==> config.mk <==
export PLATFORM = sky130hd
export DESIGN_NAME = hebbian_trainer
export DESIGN_NICKNAME = d
export VERILOG_FILES = /design/src/rtl/hopfield_pkg.sv /design/src/rtl/hebbian_weight_calc.sv /design/src/rtl/hebbian_trainer.sv
export SDC_FILE = /design/constraint.sdc
export NUM_CORES = 2
export LEC_CHECK = 0
export BUFFER_PORTS_ARGS = -buffer_cell sky130_fd_sc_hd__clkbuf_2
export CELL_PAD_IN_SITES_DETAIL_PLACEMENT = 1
export CELL_PAD_IN_SITES_GLOBAL_PLACEMENT = 1
export CORE_AREA = 2 2 635 637
export CTS_CLUSTER_DIAMETER = 150
export DETAILED_ROUTE_END_ITERATION = 12
export DIE_AREA = 0 0 637 639
export PLACE_DENSITY_LB_ADDON = 0.05
export SLEW_MARGIN = 10
export SYNTH_ARGS = -nofsm -noshare
export SYNTH_HDL_FRONTEND = slang
export SYNTH_SLANG_ARGS = --single-unit
==> constraint.sdc <==
create_clock -name clk -period 11.7 [get_ports clk]
set_input_delay 2.34 -clock clk [delete_from_list [all_inputs] [get_ports clk]]
set_output_delay 2.34 -clock clk [all_outputs]
set_load 0.02 [all_outputs]
==> src/rtl/hopfield_pkg.sv <==
// Shared definitions for the Hopfield training path.
// Contents:
//   - default sizing constants (pixel width, image side, pattern capacity, weight width)
//   - N, the neuron count, and IDX_W, the width of the row/column/address indices
//   - trainState_t, the trainer FSM state encoding
//   - bipolarSignBit(), which maps a ROM pixel to its stored sign bit (1 means -1)
package hopfield_pkg;

    localparam int DEF_MEM_WIDTH    = 16;
    localparam int DEF_IMAGE_WIDTH  = 10;
    localparam int DEF_MAX_SIZE     = 9;
    localparam int DEF_WEIGHT_WIDTH = 8;

    localparam int N     = DEF_IMAGE_WIDTH * DEF_IMAGE_WIDTH;
    localparam int IDX_W = 8;

    typedef enum logic [2:0] {
        IDLE,
        ADDR,
        CAPTURE,
        EMIT,
        FINISH
    } trainState_t;

    // A pixel with its MSB set reads as a negative number, which is exactly the -1 case.
    function automatic logic bipolarSignBit(input logic signed [DEF_MEM_WIDTH-1:0] pixel);
        return (pixel < 0);
    endfunction

endpackage

==> src/rtl/hebbian_weight_calc.sv <==
// Combinational Hebbian weight for one neuron pair.
// Ports:
//   colI_i    - sign bits of neuron i, one per stored pattern (1 = -1)
//   colJ_i    - sign bits of neuron j, one per stored pattern
//   numPat_i  - number of active patterns P; pattern slots at or above P are ignored
//   weight_o  - signed weight 2a-P, where a is the count of agreeing active patterns
module hebbian_weight_calc
    import hopfield_pkg::*;
#(
    parameter int MAX_SIZE     = DEF_MAX_SIZE,
    parameter int WEIGHT_WIDTH = DEF_WEIGHT_WIDTH
) (
    input  logic [MAX_SIZE-1:0]            colI_i,
    input  logic [MAX_SIZE-1:0]            colJ_i,
    input  logic [7:0]                     numPat_i,
    output logic signed [WEIGHT_WIDTH-1:0] weight_o
);

    logic [7:0]        agreeCount;
    logic signed [9:0] diff;

    // Each agreeing pattern contributes +1 and each disagreeing one -1, so the sum is
    // agreements minus mismatches = 2*agreements - P.
    always_comb begin
        agreeCount = '0;
        for (int k = 0; k < MAX_SIZE; k++) begin
            if ((k < int'(numPat_i)) && (colI_i[k] == colJ_i[k])) begin
                agreeCount = agreeCount + 8'd1;
            end
        end
        diff     = $signed({1'b0, agreeCount, 1'b0}) - $signed({2'b00, numPat_i});
        weight_o = diff[WEIGHT_WIDTH-1:0];
    end

endmodule

==> src/rtl/hebbian_trainer.sv <==
// Hebbian trainer: loads bipolar sign vectors from the pattern ROM, then streams the
// weight matrix w_ij row-major over a valid/ready interface. One run per start pulse.
// Ports:
//   clk, rst_n     - clock and asynchronous active-low reset
//   start          - one-cycle run request, ignored while busy
//   num_patterns   - requested pattern count, clamped to 1..MAX_SIZE on accepted start
//   busy, done     - run in progress / one-cycle completion pulse
//   rom_a          - ROM pattern address
//   rom_image      - ROM image word, pixel k at [k*MEM_WIDTH +: MEM_WIDTH]
//   w_valid/w_ready, w_row, w_col, w_data - weight stream beat (i, j, w_ij)
module hebbian_trainer
    import hopfield_pkg::*;
#(
    parameter int MEM_WIDTH    = DEF_MEM_WIDTH,
    parameter int IMAGE_WIDTH  = DEF_IMAGE_WIDTH,
    parameter int MAX_SIZE     = DEF_MAX_SIZE,
    parameter int WEIGHT_WIDTH = DEF_WEIGHT_WIDTH
) (
    input  logic                                       clk,
    input  logic                                       rst_n,
    input  logic                                       start,
    input  logic [7:0]                                 num_patterns,
    output logic                                       busy,
    output logic                                       done,
    output logic [7:0]                                 rom_a,
    input  logic [MEM_WIDTH*IMAGE_WIDTH*IMAGE_WIDTH-1:0] rom_image,
    output logic                                       w_valid,
    input  logic                                       w_ready,
    output logic [7:0]                                 w_row,
    output logic [7:0]                                 w_col,
    output logic signed [WEIGHT_WIDTH-1:0]             w_data
);

    localparam int NEURONS = IMAGE_WIDTH * IMAGE_WIDTH;
    localparam int ROW_W   = $clog2(NEURONS);
    localparam int PAT_W   = $clog2(MAX_SIZE);
    localparam logic [IDX_W-1:0] LAST_IDX = IDX_W'(NEURONS - 1);

    trainState_t                    state_q;
    logic [7:0]                     numPat_q;
    logic [PAT_W-1:0]               pattIdx_q;
    logic [IDX_W-1:0]               romA_q;
    logic [IDX_W-1:0]               row_q;
    logic [IDX_W-1:0]               col_q;
    logic signed [WEIGHT_WIDTH-1:0] wData_q;
    logic                           wValid_q;
    logic                           busy_q;
    logic                           done_q;
    // Stored transposed: one entry per neuron holding its sign in every pattern slot,
    // so a weight needs just two entry reads.
    logic [MAX_SIZE-1:0]            signStore_q [NEURONS];

    logic [7:0]                     patClamp_d;
    logic [IDX_W-1:0]               nextRow_d;
    logic [IDX_W-1:0]               nextCol_d;
    logic signed [WEIGHT_WIDTH-1:0] calcWeight;
    logic signed [WEIGHT_WIDTH-1:0] nextWeight_d;

    // Clamp the requested pattern count into 1..MAX_SIZE.
    always_comb begin
        patClamp_d = num_patterns;
        if (num_patterns == 8'd0) begin
            patClamp_d = 8'd1;
        end else if (num_patterns > 8'(MAX_SIZE)) begin
            patClamp_d = 8'(MAX_SIZE);
        end
    end

    // Row-major successor of the current beat; its weight is precomputed so the next beat
    // can be registered on the same edge that accepts the current one.
    always_comb begin
        nextCol_d = col_q + 8'd1;
        nextRow_d = row_q;
        if (col_q == LAST_IDX) begin
            nextCol_d = '0;
            nextRow_d = row_q + 8'd1;
        end
        nextWeight_d = (nextRow_d == nextCol_d) ? '0 : calcWeight;
    end

    hebbian_weight_calc #(
        .MAX_SIZE     (MAX_SIZE),
        .WEIGHT_WIDTH (WEIGHT_WIDTH)
    ) uWeightCalc (
        .colI_i   (signStore_q[nextRow_d[ROW_W-1:0]]),
        .colJ_i   (signStore_q[nextCol_d[ROW_W-1:0]]),
        .numPat_i (numPat_q),
        .weight_o (calcWeight)
    );

    // Load sweeps ROM addresses with a settle cycle before each capture; emit then walks
    // the matrix, advancing only on a handshake so stalled beats hold still.
    always_ff @(posedge clk or negedge rst_n) begin
        if (!rst_n) begin
            state_q   <= IDLE;
            numPat_q  <= 8'd1;
            pattIdx_q <= '0;
            romA_q    <= '0;
            row_q     <= '0;
            col_q     <= '0;
            wData_q   <= '0;
            wValid_q  <= 1'b0;
            busy_q    <= 1'b0;
            done_q    <= 1'b0;
            for (int k = 0; k < NEURONS; k++) begin
                signStore_q[k] <= '0;
            end
        end else begin
            case (state_q)
                IDLE: begin
                    done_q <= 1'b0;
                    if (start) begin
                        numPat_q  <= patClamp_d;
                        pattIdx_q <= '0;
                        romA_q    <= '0;
                        busy_q    <= 1'b1;
                        state_q   <= ADDR;
                    end
                end
                ADDR: begin
                    state_q <= CAPTURE;
                end
                CAPTURE: begin
                    for (int k = 0; k < NEURONS; k++) begin
                        signStore_q[k][pattIdx_q] <= bipolarSignBit(rom_image[k*MEM_WIDTH +: MEM_WIDTH]);
                    end
                    if (IDX_W'(pattIdx_q) == (numPat_q - 8'd1)) begin
                        row_q    <= '0;
                        col_q    <= '0;
                        wData_q  <= '0;
                        wValid_q <= 1'b1;
                        state_q  <= EMIT;
                    end else begin
                        pattIdx_q <= pattIdx_q + PAT_W'(1);
                        romA_q    <= IDX_W'(pattIdx_q) + 8'd1;
                        state_q   <= ADDR;
                    end
                end
                EMIT: begin
                    if (w_ready) begin
                        if ((row_q == LAST_IDX) && (col_q == LAST_IDX)) begin
                            wValid_q <= 1'b0;
                            done_q   <= 1'b1;
                            busy_q   <= 1'b0;
                            romA_q   <= '0;
                            state_q  <= FINISH;
                        end else begin
                            row_q   <= nextRow_d;
                            col_q   <= nextCol_d;
                            wData_q <= nextWeight_d;
                        end
                    end
                end
                FINISH: begin
                    done_q  <= 1'b0;
                    state_q <= IDLE;
                end
                default: begin
                    state_q <= IDLE;
                end
            endcase
        end
    end

    assign busy    = busy_q;
    assign done    = done_q;
    assign rom_a   = romA_q;
    assign w_valid = wValid_q;
    assign w_row   = row_q;
    assign w_col   = col_q;
    assign w_data  = wData_q;

endmodule
==> results_dict.tcl <==
set metrics [dict create \
    slowest_stage "nor3b_2" \
    holdCritStartpoint "w_data[4]" \
    rows 233 \
    hold_path_end "w_data[4]" \
    max_stage_delay_ns 0.58 \
    synth.largest_area_cell "dfrtp_1" \
    hold-path-cell-count 2 \
    slew_headroom 0.1143 \
    num_io_pins 1647 \
    gp_congestion 0.7973 \
    yosysWarnings 0 \
    seq_power_share 0.391 \
    synth_top_area_frac 0.4196 \
    wirelength_mm 395.5 \
    utilization 0.1765 \
    rsz0062_at_grt "no" \
    root_buffer "clkbuf_16" \
    antenna_found_initial 100 \
    cp_data_required_time_ns 12.44 \
    cts.path.max_buffers 4 \
    pwr-share-comb 0.097 \
    p_int_mw 6.588 \
    critical_path_arrival_ns 11.69 \
    wl_per_cell_um 36.09 \
    clock_latency_ns 0.87 \
    grt_usage 0.1905 \
    final_area_um2 70750 \
    synth_cell_types 93 \
    dr.pass1.iters 6 \
    post-route-period-util 0.9360 \
    dp_hpwl_mm 275.4 \
    period_minus_slack_ns 10.95 \
    min_path_type "flop to flop" \
    p_switching_mw 2.600 \
    grt_start_max_net_pins 111 \
    hold_violations 0 \
    die_w_um 637 \
    dieArea_um2 407000 \
    r2r_end "w_data[7]" \
    layout.cells.non_filler 10960 \
    seq_area_frac_synth 0.4201 \
    synth-seq-cells 947 \
    p_clk_frac 0.511 \
    ir_drop_uv 103.4 \
    clk_pin_slew_ns 0.06 \
    critical_path_peak_fanout 19 \
    critPathLaunchType "flop" \
    area_delta_synth_final_pct 25.42 \
    final_nets 7164 \
    synthArstFlopShare 1.000 \
    core_um2 400900 \
    maxCapViolations 0 \
    cts.sinks 947 \
    netlist_top_cells_area "dfrtp_1, mux2_2, mux4_2, nand2_1, mux2i_1" \
    place_inst 10660 \
    grt.overflow.total 0 \
    vias 48590 \
    tightest_slew_ns 1.315 \
    synthCells 5314 \
    critical_path_class "flop to flop" \
    power_density_nw_per_um2 129.9 \
    p_leak_nw 26.96 \
    clock-skew-final_ns 0.03748 \
    worst_setup_path_end_kind "flop" \
    htree_levels 4 \
    synth-main-ff-cell "dfrtp_1" \
    tns_ns 0 \
    avgSynthCellArea_um2 10.62 \
    rr_worst_depth 48 \
    critPathMostFrequentCell "ha_1" \
    grt_pass1_wl_mm 523.8 \
    ant_nets 0 \
    synth_area_um2 56410 \
    drive_gt1_frac 0.3448 \
    port_buffers 143 \
    cts_made_buffers 153 \
    swShare 0.2830 \
    drtIter0Drc 3112 \
    cts_hold_buf 0 \
    status "finished, final reports clean" \
    r2r-start "w_col[0]" \
    dpl_cell_area_um2 65670 \
    die_h_um 639 \
    vias_per_cell 4.434 \
    setup_viol 0 \
    grt_pass1_vias 50770 \
    initial_utilization 0.1407 \
    synth_edf_count 0 \
    fmax_ghz 0.09132 \
    slew_viol_final 0 \
    route.detailed.drc 0 \
    cts_tree "built" \
    rrSetupSlack_ns 0.75 \
]
layout make-up:
cell class,count,area [um2]
well taps,5287,6615
flip-flops and latches,947,23710
repair buffers,520,4202
diodes,31,77.57
clock inverters,33,251.5
clock buffers,235,4672
multi-input cells,3863,31050
inverters,43,168.9
fillers,45310,330100
critical path: cells and delay by family (launching register included):
| family | cells | cell delay (ns) |
|---|---|---|
| AOI/OAI and AO/OA | 13 | 2.64 |
| DFF | 1 | 0.52 |
| xor gates and xnor gates | 2 | 0.28 |
| buffers and inverters | 10 | 1.91 |
| adders and majority gates | 9 | 2.38 |
| muxes | 3 | 0.83 |
| and+or+nand+nor | 11 | 2.15 |
flip-flops by register name (all words and copies together), names as in the netlist:
| signal | cells |
|---|---|
| state_q | 3 |
| rom_a | 5 |
| busy | 1 |
| pattIdx_q | 4 |
| w_data | 8 |
| w_row | 8 |
| signStore_q | 900 |
| w_valid | 1 |
| w_col | 8 |
| done | 1 |
| numPat_q | 8 |
logic make-up (layout without fill, tap and decap cells):
kind of cell	after synthesis	after routing	share of synthesized area
and+or+nand+nor	1510	1510	0.1204
muxes	1295	1295	0.2814
AOI/OAI and AO/OA	973	973	0.1241
DFF	947	947	0.4201
buffers and inverters	506	831	0.03817
xor gates and xnor gates	58	58	0.01025
adders and majority gates	24	24	0.005456
other	1	34	0.00006648
how the worst max path moves through the flow:
stage | slack, ns | cells after the start | startpoint | endpoint
6_report | 0.75 | 48 | w_col[0] | w_data[7]
5_1_grt | 0.17 | 46 | w_col[0] | w_data[7]
4_1_cts | 0.38 | 46 | w_col[0] | w_data[7]
3_5_place_dp | 0.05 | 46 | w_col[0] | w_data[7]
3_3_place_gp | 0.009 | 46 | w_col[0] | w_data[7]
2_1_floorplan | 1.61 | 48 | w_col[1] | w_data[7]
stage by stage:
| step | hold slack (ns) | setup slack (ns) | power (mW) |
|---|---|---|---|
| global route | 0.5258 | 0.1671 | 9.615 |
| finish | 0.4914 | 0.7492 | 9.188 |
| detailed placement | 0.4841 | 0.04873 | 4.568 |
| CTS | 0.4980 | 0.3802 | 9.422 |
| floorplan | 0.4875 | 1.613 | 4.033 |
| global placement | 0.4787 | 0.009045 | 4.562 |
cells in the final DEF, fill, tap and decap left out, drive strengths merged, types with 21 or more instances in the layout:
cell	count
diode	31
nand4	23
nor4	26
o22ai	44
o211ai	34
o21ai	150
ha	23
clkinv	30
buf	378
a22oi	31
a211oi	44
nand2	824
mux4	138
mux2	949
clkbuf	377
o31ai	28
nand3	278
mux2i	208
nor2	112
a221oi	149
xnor2	34
a31oi	55
and3	83
dfrtp	946
a21oi	158
nor3	98
xor2	21
o311ai	29
inv	43
a311oi	107
per-layer routing:
metal | global-route usage | vias up | routed length, um | share of wire
li1 | - | 20540 | - | -
met2 | 0.3123 | 1077 | 183300 | 0.46
met5 | 0 | - | 230 | 0.00058
met3 | 0.02916 | 320 | 16850 | 0.043
met4 | 0.04296 | 34 | 8938 | 0.023
met1 | 0.2619 | 26620 | 186100 | 0.47
Yosys cell counts, drive strengths merged, types with 10 or more instances:
cell / n
a221oi: 149
a211oi: 44
nand3: 278
a311oi: 107
ha: 23
nor4: 26
o31ai: 28
o22ai: 44
o221ai: 15
o21ai: 150
clkbuf: 251
a32oi: 12
or3: 12
inv: 39
xor2: 21
nand4: 23
a222oi: 10
a31oi: 55
a22oi: 31
xnor2: 34
mux2i: 208
a221o: 12
and2: 10
nor3: 98
and3: 83
nor2: 112
a2111oi: 12
a21oi: 158
a21o: 12
nand2: 824
o211ai: 34
mux4: 138
o311ai: 29
nor2b: 13
mux2: 949
dfrtp: 946
buf: 212
power by group through the flow:
stage | logic (mW) | registers (mW) | clock network (mW)
2_1_floorplan | 0.448 | 3.58 | 0
3_3_place_gp | 0.918 | 3.64 | 0
3_5_place_dp | 0.920 | 3.65 | 0
4_1_cts | 0.925 | 3.59 | 4.91
5_1_grt | 0.988 | 3.62 | 5.01
6_report | 0.894 | 3.59 | 4.70
repair_timing:
action | 4_1_cts | 5_1_grt
pin swaps | 0 | 1
setup buffers | 0 | 4
setup endpoints to repair | 1 | 2
gates resized for setup | 1 | 0
Note: power is estimated with default switching activity, not from simulation.
